## config.mk

```make
export PLATFORM = sky130hd
export DESIGN_NAME = ex_muldiv_sequencer
export DESIGN_NICKNAME = d
export VERILOG_FILES = /design/src/rtl/ex_muldiv_sequencer.sv
export SDC_FILE = /design/constraint.sdc
export NUM_CORES = 1
export LEC_CHECK = 0
export CAP_MARGIN = 20
export CORE_MARGIN = 2
export CORE_UTILIZATION = 65
export CTS_BUF_LIST = sky130_fd_sc_hd__clkbuf_16
export CTS_CLUSTER_DIAMETER = 200
export DETAILED_ROUTE_END_ITERATION = 6
export DONT_BUFFER_PORTS = 1
export PLACE_DENSITY = 0.92
export SYNTH_ARGS = -nofsm -noshare
export SYNTH_HDL_FRONTEND = slang
export SYNTH_SLANG_ARGS = --single-unit
export TNS_END_PERCENT = 100
```

## constraint.sdc

```tcl
create_clock -name clk -period 5.3 [get_ports clk]
set_input_delay 1.06 -clock clk [delete_from_list [all_inputs] [get_ports clk]]
set_output_delay 1.06 -clock clk [all_outputs]
set_load 0.02 [all_outputs]
```

## src/rtl/ex_muldiv_sequencer.sv

```systemverilog
// Iterative RV32M multiply/divide unit beside the EX-stage ALU.
// One shift-add or restoring-divide step per cycle; stalls the pipe until the result is ready.
module ex_muldiv_sequencer #(
    parameter int XLEN         = 32,
    parameter bit SPECIAL_FAST = 1'b1
) (
    input  logic            clk,
    input  logic            resetn,
    input  logic            start,
    input  logic [2:0]      funct3,
    input  logic [XLEN-1:0] op1,
    input  logic [XLEN-1:0] op2,
    input  logic            flush,
    output logic            stall,
    output logic            done,
    output logic [XLEN-1:0] result
);

    typedef enum logic [1:0] {S_IDLE, S_CALC, S_FIX, S_DONE} state_t;

    state_t              r_state;
    state_t              w_next;
    logic [2:0]          r_funct3;
    logic [XLEN-1:0]     r_b;
    logic                r_neg;
    logic [4:0]          r_cnt;
    logic [2*XLEN-1:0]   r_acc;
    logic [XLEN-1:0]     r_result;

    logic                w_issue;
    logic                w_sgn1, w_sgn2, w_neg1, w_neg2;
    logic [XLEN-1:0]     w_abs1, w_abs2;
    logic                w_op2_zero, w_ovf, w_fast, w_neg_flag;
    logic [XLEN-1:0]     w_fast_res;
    logic [XLEN:0]       w_mul_sum;
    logic [2*XLEN-1:0]   w_mul_next;
    logic [XLEN:0]       w_div_shift;
    logic                w_div_ge;
    logic [XLEN-1:0]     w_div_diff;
    logic [2*XLEN-1:0]   w_div_next;
    logic [2*XLEN-1:0]   w_prod;
    logic [XLEN-1:0]     w_quo, w_rem, w_fix_res;

    // Operand conditioning at issue: the loop always works on magnitudes
    assign w_issue    = (r_state == S_IDLE) && start && !flush;
    assign w_sgn1     = (funct3 == 3'd1) || (funct3 == 3'd2) || (funct3 == 3'd4) || (funct3 == 3'd6);
    assign w_sgn2     = (funct3 == 3'd1) || (funct3 == 3'd4) || (funct3 == 3'd6);
    assign w_neg1     = w_sgn1 && op1[XLEN-1];
    assign w_neg2     = w_sgn2 && op2[XLEN-1];
    assign w_abs1     = w_neg1 ? ({XLEN{1'b0}} - op1) : op1;
    assign w_abs2     = w_neg2 ? ({XLEN{1'b0}} - op2) : op2;
    assign w_op2_zero = (op2 == {XLEN{1'b0}});
    assign w_ovf      = ((funct3 == 3'd4) || (funct3 == 3'd6)) &&
                        (op1 == {1'b1, {(XLEN-1){1'b0}}}) && (op2 == {XLEN{1'b1}});
    assign w_fast     = SPECIAL_FAST && funct3[2] && (w_op2_zero || w_ovf);
    assign w_fast_res = w_op2_zero ? (funct3[1] ? op1 : {XLEN{1'b1}})
                                   : (funct3[1] ? {XLEN{1'b0}} : {1'b1, {(XLEN-1){1'b0}}});

    // A zero divisor must keep the all-ones quotient even for a negative dividend
    always_comb begin
        w_neg_flag = 1'b0;
        if (!funct3[2])
            w_neg_flag = w_neg1 ^ w_neg2;
        else if (funct3[1])
            w_neg_flag = w_neg1;
        else
            w_neg_flag = (w_neg1 ^ w_neg2) && !w_op2_zero;
    end

    assign w_mul_sum   = {1'b0, r_acc[2*XLEN-1:XLEN]} + (r_acc[0] ? {1'b0, r_b} : {(XLEN+1){1'b0}});
    assign w_mul_next  = {w_mul_sum, r_acc[XLEN-1:1]};
    assign w_div_shift = {r_acc[2*XLEN-1:XLEN], r_acc[XLEN-1]};
    assign w_div_ge    = (w_div_shift >= {1'b0, r_b});
    assign w_div_diff  = w_div_shift[XLEN-1:0] - r_b;
    assign w_div_next  = {(w_div_ge ? w_div_diff : w_div_shift[XLEN-1:0]), r_acc[XLEN-2:0], w_div_ge};

    assign w_prod = r_neg ? ({(2*XLEN){1'b0}} - r_acc) : r_acc;
    assign w_quo  = r_neg ? ({XLEN{1'b0}} - r_acc[XLEN-1:0]) : r_acc[XLEN-1:0];
    assign w_rem  = r_neg ? ({XLEN{1'b0}} - r_acc[2*XLEN-1:XLEN]) : r_acc[2*XLEN-1:XLEN];

    always_comb begin
        w_fix_res = w_prod[XLEN-1:0];
        case (r_funct3)
            3'd0:             w_fix_res = w_prod[XLEN-1:0];
            3'd1, 3'd2, 3'd3: w_fix_res = w_prod[2*XLEN-1:XLEN];
            3'd4, 3'd5:       w_fix_res = w_quo;
            default:          w_fix_res = w_rem;
        endcase
    end

    always_ff @(posedge clk or negedge resetn) begin
        if (!resetn)
            r_state <= S_IDLE;
        else
            r_state <= w_next;
    end

    always_comb begin
        w_next = r_state;
        case (r_state)
            S_IDLE: if (w_issue) w_next = w_fast ? S_DONE : S_CALC;
            S_CALC: if (r_cnt == 5'd31) w_next = S_FIX;
            S_FIX:  w_next = S_DONE;
            S_DONE: w_next = S_IDLE;
            default: w_next = S_IDLE;
        endcase
        if (flush)
            w_next = S_IDLE;
    end

    always_ff @(posedge clk or negedge resetn) begin
        if (!resetn) begin
            r_funct3 <= 3'd0;
            r_b      <= {XLEN{1'b0}};
            r_neg    <= 1'b0;
            r_cnt    <= 5'd0;
            r_acc    <= {(2*XLEN){1'b0}};
            r_result <= {XLEN{1'b0}};
        end else if (w_issue) begin
            r_funct3 <= funct3;
            r_b      <= w_abs2;
            r_neg    <= w_neg_flag;
            r_cnt    <= 5'd0;
            r_acc    <= {{XLEN{1'b0}}, w_abs1};
            if (w_fast)
                r_result <= w_fast_res;
        end else if (r_state == S_CALC && !flush) begin
            r_acc <= r_funct3[2] ? w_div_next : w_mul_next;
            r_cnt <= r_cnt + 5'd1;
        end else if (r_state == S_FIX && !flush) begin
            r_result <= w_fix_res;
        end
    end

    assign stall  = resetn && !flush && (w_issue || r_state == S_CALC || r_state == S_FIX);
    assign done   = (r_state == S_DONE) && !flush;
    assign result = r_result;

endmodule

```

[Word-level counts from Yosys, hierarchy flattened]
Cells that the tools add are included.
Word-level totals
  memory bits (writable): 0
  ROM bits: 0
  bits in latches: 0
  flip-flop bits (word level): 139
  input bits: 71
  memories: 0
  word-level logic and storage cells: 96
Operators by class
  shifts and indexed selects: 0
  reductions and logical operators: 33
  div/mod/pow operators: 0
  $add $sub $neg: 8
  mux-type cells: 27
  magnitude comparators: 1
  bitwise logic cells: 1
  equality and inequality tests: 19
  multiply operators: 0
Operators by type and width (number)
  2-to-1 mux 32 bit: 13
  2-to-1 mux 64 bit: 4
  subtractor 1 x 32 -> 32 bit (first input constant): 4
  case mux 32 bit (3 select lines): 1
  == test 32 bit (second input constant): 2
  subtractor 1 x 64 -> 64 bit (first input constant): 1
  adder 32 x 32 -> 33 bit: 1
  >= comparator 33 x 32 -> 1 bit: 1
  zero test 32 bit: 1
  subtractor 32 bit: 1
  logical AND 1 bit: 13
  == test 3 bit (second input constant): 4
  2-to-1 mux 5 bit: 2
  == test 3 x 2 -> 1 bit (second input constant): 3
  logical OR 1 bit: 9
  2-to-1 mux 2 bit: 4
  case mux 2 bit (4 select lines): 1
  == test 3 x 1 -> 1 bit (second input constant): 2
  inequality test 3 bit (second input constant): 2
  adder 5 x 1 -> 5 bit (second input constant): 1
  == test 5 bit (second input constant): 1
  == test 2 bit (second input constant): 2
  nonzero test 2 bit: 2
  zero test 3 bit: 1
  other kinds (11): 13

[Logic depth before layout (Yosys ltp)]
Gate-level depths: netlist of the first run.
  depth after elaboration: 10
  depth in mapped cells: 15
  mapped depth without buffers: 13

[Least setup slack after synthesis of the first run]
OpenSTA, ideal clock, no wires.
  kind: input to register
  from: input op2[23]
  to: register r_result[6] (netlist: result[6])
  arrival: 3.300 ns
  required time: 5.172 ns
  buffers on the path: 2
  stages: 10
  setup slack: 1.872 ns
  cell sequence: or4_1 -> or4_1 -> or2_1 -> nor3_4 -> o21ai_1 -> o21a_1 -> buf_2 -> clkbuf_1 -> nand2_1 -> o21ai_1
Between the ends
  word-level cells in the longest chain between the ends: 6
  elaborated cells on any way between the ends: 10
  those cells by class: eq/ne: 2; mux: 3; reduce/logical: 5
RTL lines
  start: declaration: RTL line 12  | input logic [XLEN-1:0] op2,
  == test 32 bit: RTL line 54  | (op1 == {1'b1, {(XLEN-1){1'b0}}}) && (op2 == {XLEN{1'b1}});
  logical AND 1 bit: RTL line 54
  logical OR 1 bit: RTL line 55  | assign w_fast = SPECIAL_FAST && funct3[2] && (w_op2_zero || w_ovf);
  logical AND 1 bit: RTL line 55
  inequality test 2 x 1 -> 1 bit (no source line)
  AND reduction 3 bit (no source line)
  end signal: assignment: RTL line 118  | r_result <= {XLEN{1'b0}};
  end signal: assignment: RTL line 126  | r_result <= w_fast_res;
  end signal: assignment: RTL line 131  | r_result <= w_fix_res;
  end: declaration: RTL line 28  | logic [XLEN-1:0] r_result;
Several ways; a longest one is shown, not always the timed one. The select of a mux whose other input is x is not followed.
A chain may end at the register's enable or synchronous reset.

[Final worst setup path of the first run]
  from: register r_acc[0]
  to: register r_acc[60]
Between the ends
  word-level cells in the longest chain between the ends: 5
RTL lines
  start: declaration: RTL line 27  | logic [2*XLEN-1:0] r_acc;
  start signal: assignment: RTL line 117  | r_acc <= {(2*XLEN){1'b0}};
  start signal: assignment: RTL line 124  | r_acc <= {{XLEN{1'b0}}, w_abs1};
  start signal: assignment: RTL line 128  | r_acc <= r_funct3[2] ? w_div_next : w_mul_next;
  2-to-1 mux 32 bit: RTL line 70  | assign w_mul_sum = {1'b0, r_acc[2*XLEN-1:XLEN]} + (r_acc[0] ? {1'b0, r_b} : {(XLEN+1){1'b0}});
  adder 32 x 32 -> 33 bit: RTL line 70
  2-to-1 mux 64 bit: RTL line 128
  2-to-1 mux 64 bit: RTL line 127  | end else if (r_state == S_CALC && !flush) begin
  2-to-1 mux 64 bit: RTL line 119  | end else if (w_issue) begin
No other way between the ends. The select of a mux whose other input is x is not followed.

==> reports/results.ini, run 1 <==
[placed_design]
dp_hpwl_mm = 34.9
dpl.cell_count = 2068
dpl_cell_area_sq_um = 14500
gp_congestion = 1.00
port_buffers = 0

[routing]
avgRoutedWirePerCell_microns = 23.1
via_count = 15200
drt_iter0_drc = 2237
drt-total-wl_mm = 48.4
drt_pass1_iterations = 7
ant_nets = 0
drcViolationCount = 5
via_per_inst = 7.26

[yosys]
ys_types = 82
synthArstFlopShare_pct = 100
synth_ff_type = dfrtp_1
synth-warning-count = 0
yosysSeqAreaShare_pct = 24.1
syn_nets = 2045
syn_area_sq_um = 14400
synth_cells = 1896
yosys_register_bits = 139
avgSynthCellArea_sq_um = 7.61
synth_edf_count = 0

[sta]
max_clock_freq_ghz = 0.232
hold_viol = 0
drv_slew = 0
skew_ns = 0.0134
min_period_ns = 4.31
setup_viol_count_final = 0
rsz0062_at_grt = false
tightest_slew_ns = 1.13
tns_ns = 0
period_share_pct = 81.4
relSlewSlack_pct = 24.6

[layout]
final_nets = 1956
drive_gt1_share_pct = 4.95
final_area_sq_um = 15100
final_cells = 2099
fillerInstances = 1756
area_growth_pct = 4.39
diodes = 0

[pwr]
p_total_uw = 12100
p_leak_uw = 0.00633
ir_drop_v = 0.000439
power_density_nw_per_um2 = 803

[grt]
grt_max_degree = 141
grt_pass1_vias = 14100
grt_pass1_wl_mm = 76.1
grt_overflow = 0
grt_usage_pct = 40.3
grt_antenna_before_repair = 0

[clock_tree]
cts_setup_buffers = 0
cts_buffer_depth = 2
worst_skew_pair.late_latency_ns = 0.44
h-tree-depth = 4
cts.sinks = 139
holdBufCountCts = 0
cts_buffers = 17
cts_root_buf = clkbuf_16
cts_tree = built
cts_resized = 0
cts.clk_slew.worst_paths_ns = 0.07

[worst_setup_path]
worstSetupEndpointType = flip-flop
path_max_fanout = 13
cp-startpoint = r_acc[0]
crit_required_ns = 5.59
r2r_end = r_acc[60]
crit_path_start_kind = flip-flop
cp-endpoint = r_acc[60]
r2r_slack_ns = 0.99
cp.arrival_ns = 4.60
timing.rr.start = r_acc[0]
r2r_cells = 13
crit_type = flip-flop to flip-flop

[floorplan]
io_pins = 105
die_h_microns = 153
rows = 54
core_sq_um = 21800
die_w_microns = 153
initial_utilization_pct = 66.1
die_area_sq_um = 23400

[run_status]
outcome = finished, violations left
violations = DRC

[min_path]
hold_class = input port to async pin

[job]
cap_violations = 0

==> metrics by stage <==
| stage | utilization [%] | setup slack, ns | hold slack [ns] |
|---|---|---|---|
| floorplan | - | 1.87 | 0.450 |
| global placement | 66.3 | 1.21 | 0.461 |
| detailed placement | 66.3 | 1.06 | 0.471 |
| CTS | 69.0 | 1.16 | 0.312 |
| global route | 69.0 | 0.822 | 0.309 |
| finish | 69.0 | 0.987 | 0.308 |
==> cell type report <==
class | instances | area, sq um | share of cell area (%)
multi-input cells | 1548 | 10200 | 67.5
flip-flops and latches | 139 | 3480 | 23.1
clock buffers | 17 | 425 | 2.83
well taps | 280 | 350 | 2.33
inverters | 78 | 293 | 1.94
repair buffers | 23 | 173 | 1.15
clock inverters | 14 | 170 | 1.13
==> cells by family (layout without fill, tap and decap cells) <==
logic type,count (synthesis),after routing,synth area share (%)
flops,139,139,24.1
simple gates,585,585,19.4
compound gates,645,645,28.9
buf+inv,209,132,5.54
xor+xnor,175,175,10.6
fa+ha+maj,78,78,6.87
mux,65,65,4.57
==> per-layer routing <==
metal  up-vias  GRT usage [%]  part of all wire (%)
met5         -              0                     0
met4         0           17.8                   5.1
met3       212           10.1                    14
met2      1198           59.7                    42
met1      7052           55.9                    39
li1       6773              -                     -
==> power by group <==
| part | internal, uW | total (uW) | switching, uW |
|---|---|---|---|
| Combinational | 3140 | 8180 | 5040 |
| Clock | 740 | 1280 | 542 |
| Sequential | 1550 | 2620 | 1070 |
==> critical path: stages, from the launching register on <==
cell      delay, ns
dfrtp_1        0.59
inv_1          0.27
buf_4          0.26
nor2_1         0.15
ha_1           0.33
a21oi_1        0.32
o21ai_0        0.17
or2_0          0.24
o32ai_1        0.50
o21ai_1        0.22
a311oi_1       0.60
o31ai_1        0.19
xnor2_1        0.18
o221ai_1       0.15
==> registers in the layout, summed over array words and instances, names as in the netlist <==
register and count:
r_b 32, r_acc 64, r_cnt 5, r_state 2
result 32, r_neg 1, r_funct3 3
==> cell usage after synthesis (27+ instances only) <==
cell type,number,area (sq um)
xnor2_1,83,727
a21o_1,29,218
o21ai_0,145,726
nand4_1,27,169
dfrtp_1,139,3480
ha_1,76,951
nor2_1,166,623
inv_1,78,293
a21oi_1,145,726
nand3_1,40,200
o21ai_1,45,225
a211oi_1,50,375
nor3_1,33,165
mux2i_1,58,581
nand2_1,177,664
or3_1,27,169
o31ai_1,31,233
xor2_1,92,806
clkbuf_1,115,432
==> worst min path at each step <==
stage	endpoint
after CTS	r_acc[52]
after global routing	r_b[17]
after floorplan	r_b[10]
final	r_acc[52]
after global placement	r_b[19]
after detailed placement	r_b[18]
==> layout by cell type (no fill, tap or decap), types with 27 or more instances in the layout <==
master and n:
inv_1 78, ha_1 76, xnor2_1 83, or3_1 27
nand2_1 177, xor2_1 92, a21o_1 29, a211oi_1 50
nor2_1 163, nor3_1 33, o21ai_1 44, a21oi_1 145
nand4_1 27, nand3_1 40, mux2i_1 58, o21ai_0 145
dfrtp_1 137, o31ai_1 31
Power figures use the tool's default switching activity.
==> run 2: changes to the inputs <==
--- a/config.mk
+++ b/config.mk
@@ -7,12 +7,12 @@
 export LEC_CHECK = 0
 export CAP_MARGIN = 20
 export CORE_MARGIN = 2
-export CORE_UTILIZATION = 65
+export CORE_UTILIZATION = 60
 export CTS_BUF_LIST = sky130_fd_sc_hd__clkbuf_16
 export CTS_CLUSTER_DIAMETER = 200
 export DETAILED_ROUTE_END_ITERATION = 6
 export DONT_BUFFER_PORTS = 1
-export PLACE_DENSITY = 0.92
+export PLACE_DENSITY = 0.9
 export SYNTH_ARGS = -nofsm -noshare
 export SYNTH_HDL_FRONTEND = slang
 export SYNTH_SLANG_ARGS = --single-unit
==> constraint.sdc (replaced) <==
create_clock -name clk -period 3.63 [get_ports clk]
set_input_delay 0.726 -clock clk [delete_from_list [all_inputs] [get_ports clk]]
set_output_delay 0.726 -clock clk [all_outputs]
set_load 0.02 [all_outputs]
==> run 2 against run 1 <==
The run now ends clean. First-iteration DRC count rose by 5.5%. Sequential cell count stayed put. Clock skew rose by 0.0011 ns. Clock-buffer cell count is the same. Critical path type unchanged. Critical endpoint unchanged. Largest power group unchanged. Highest routed layer unchanged.
==> reports/results.ini, run 2 (synthesis results as in run 1) <==
[clock_tree]
cts_buffer_depth = 2  ; unchanged
h-tree-depth = 4  ; unchanged
cts_tree = built
cts_root_buf = clkbuf_16
cts.sinks = 139  ; unchanged
cts.clk_slew.worst_paths_ns = 0.07  ; about the same
cts_buffers = 17  ; unchanged
worst_skew_pair.late_latency_ns = 0.44  ; about the same

[sta]
setup_viol_count_final = 0  ; unchanged
min_period_ns = 3.56  ; -0.757 ns
max_clock_freq_ghz = 0.281  ; +21%
skew_ns = 0.0145  ; +0.00111 ns
period_share_pct = 98.0  ; +17 points
relSlewSlack_pct = 27.1  ; +2.5 points
hold_slack_ns = 0.119  ; -0.189 ns
drv_slew = 0  ; unchanged
tightest_slew_ns = 1.09  ; -0.0374 ns
hold_viol = 0  ; unchanged

[layout]
fin_util_pct = 66.8  ; -2.2 points
final_nets = 2022  ; +3.4%
top_register = r_acc
diodes = 0  ; unchanged
final_cell_mix = nand2_1, nor2_1, a21oi_1, o21ai_0, dfrtp_1
fillerInstances = 1930  ; +9.9%
final_common_cell = nand2_1
final_area_sq_um = 15700  ; +4.5%
drive_gt1_share_pct = 8.59  ; +3.6 points
largest_reg_flops = 64  ; unchanged
area_growth_pct = 9.07

[worst_setup_path]
crit_required_ns = 3.92  ; -1.67 ns
cp.arrival_ns = 3.85  ; -0.75 ns
worstSetupEndpointType = flip-flop
crit_type = flip-flop to flip-flop
crit_path_start_kind = flip-flop
cpPeakStageDelay_ns = 0.42  ; -0.18 ns
worstPathCellList = clkinvlp_4 -> buf_4 -> nor2_1 -> ha_1 -> a21oi_1 -> o21ai_0 -> or2_0 -> o32ai_2 -> buf_4 -> o21ai_2 -> a311oi_2 -> o31ai_1 -> xnor2_1 -> o221ai_1
critical-path-slowest-cell = dfrtp_1
path_max_fanout = 9  ; -4
cp_top_family = compound AO/OA/AOI/OAI gates
cpMostUsedCell = buf_4
worst-path-buf-inv = 3  ; +1

[placed_design]
dpl_cell_area_sq_um = 15000  ; +3.6%
gp_congestion = 1.08  ; +7.6%
port_buffers = 0  ; unchanged
dp_hpwl_mm = 37.2  ; +6.4%

[routing]
drt_pass1_iterations = 7  ; unchanged
via_per_inst = 7.05  ; -2.9%
ant_nets = 0  ; unchanged
drcViolationCount = 0  ; -5
avgRoutedWirePerCell_microns = 23.0  ; -0.27%
via_count = 15500  ; +2.0%
drt-total-wl_mm = 50.7  ; +4.8%
drt_iter0_drc = 2359  ; +5.5%

[grt]
grt_pass1_wl_mm = 78.8  ; +3.5%
grt_usage_pct = 38.6  ; -1.7 points
grt_max_degree = 141  ; unchanged
grt_overflow = 0  ; unchanged
grt_antenna_before_repair = 0  ; unchanged
grt_pass1_vias = 14500  ; +2.8%

[floorplan]
die_h_microns = 159  ; +4.0%
core_sq_um = 23500  ; +7.9%
io_pins = 105  ; unchanged
rows = 56  ; +3.7%
initial_utilization_pct = 61.3  ; -4.8 points
die_area_sq_um = 25300  ; +8.1%
die_w_microns = 159  ; +4.0%

[pwr]
power_density_nw_per_um2 = 1170  ; +46%
ir_drop_v = 0.000578  ; +31%
p_leak_uw = 0.00671  ; +6.1%

[run_status]
outcome = complete, no violations

[min_path]
hold_class = input port to async pin

[job]
cap_violations = 0  ; unchanged

==> run 2: cell count changes in the layout (fill, tap and decap cells not counted), sizes merged <==
cell and change:
buf +66, bufinv +1, clkinv -5, inv +5
==> run 2: power breakdown <==
group	total [uW]	switching [uW]	internal, uW
clock	1970	809	1160
combinational	12900	7880	5000
sequential	3540	1270	2270
total	18400	9960	8420
==> run 2: layout make-up <==
cell class | instances | area, sq um | share of cell area, %
repair buffers | 89 | 726 | 4.61
inverters | 78 | 297 | 1.88
clock buffers | 17 | 425 | 2.70
flip-flops and latches | 139 | 3480 | 22.1
clock inverters | 15 | 198 | 1.26
multi-input cells | 1548 | 10200 | 64.9
well taps | 319 | 399 | 2.54
==> run 2: repair_timing <==
item,4_1_cts,5_1_grt
gates resized for setup,1,9
endpoints found under the hold margin,139,112
setup buffers,0,4
endpoints found under the setup margin,2,15
pin swaps,0,0
==> run 2: path summary, 6_finish.rpt <==
kind                            cells past startpoint  slack [ns]  startpoint         end
worst max-delay path                               14        0.07    r_acc[0]   r_acc[60]
worst min-delay path                                1        0.12      resetn   r_acc[13]
worst max register to register                     14        0.07    r_acc[0]   r_acc[60]
worst min register to register                      2        0.48     r_b[24]     r_b[24]
max in group asynchronous                           1        2.92      resetn       r_neg
min in group clk                                    1        0.36       flush  r_state[1]
==> run 2: per-stage QoR <==
step	worst slack, ns	setup TNS [ns]	power (uW)	std cells
after floorplan	0.237	0	12200	1896
after global placement	0.194	0	15300	2167
after detailed placement	-0.00663	-0.00663	15600	2167
after CTS	0.0733	0	17700	2199
after global routing	-0.0340	-0.0788	19400	2205
final	0.0737	0	18400	2205
==> run 2: per-layer routing <==
metal | vias to the layer above | share of wire (%) | track usage, % | routed length (microns)
li1 | 6911 | - | - | -
met1 | 7227 | 39 | 52.7 | 20000
met2 | 1205 | 43 | 57.7 | 21800
met3 | 194 | 13 | 11.1 | 6820
met4 | 0 | 4.1 | 15.2 | 2070
met5 | - | 0 | 0 | 0
==> run 3: changes to the inputs <==
--- a/config.mk
+++ b/config.mk
@@ -13,6 +13,7 @@
 export DETAILED_ROUTE_END_ITERATION = 6
 export DONT_BUFFER_PORTS = 1
 export PLACE_DENSITY = 0.9
+export SLEW_MARGIN = 5
 export SYNTH_ARGS = -nofsm -noshare
 export SYNTH_HDL_FRONTEND = slang
 export SYNTH_SLANG_ARGS = --single-unit
==> results of run 3 <==
Same layout as run 2: the final DEF is identical, and so are final timing and power.
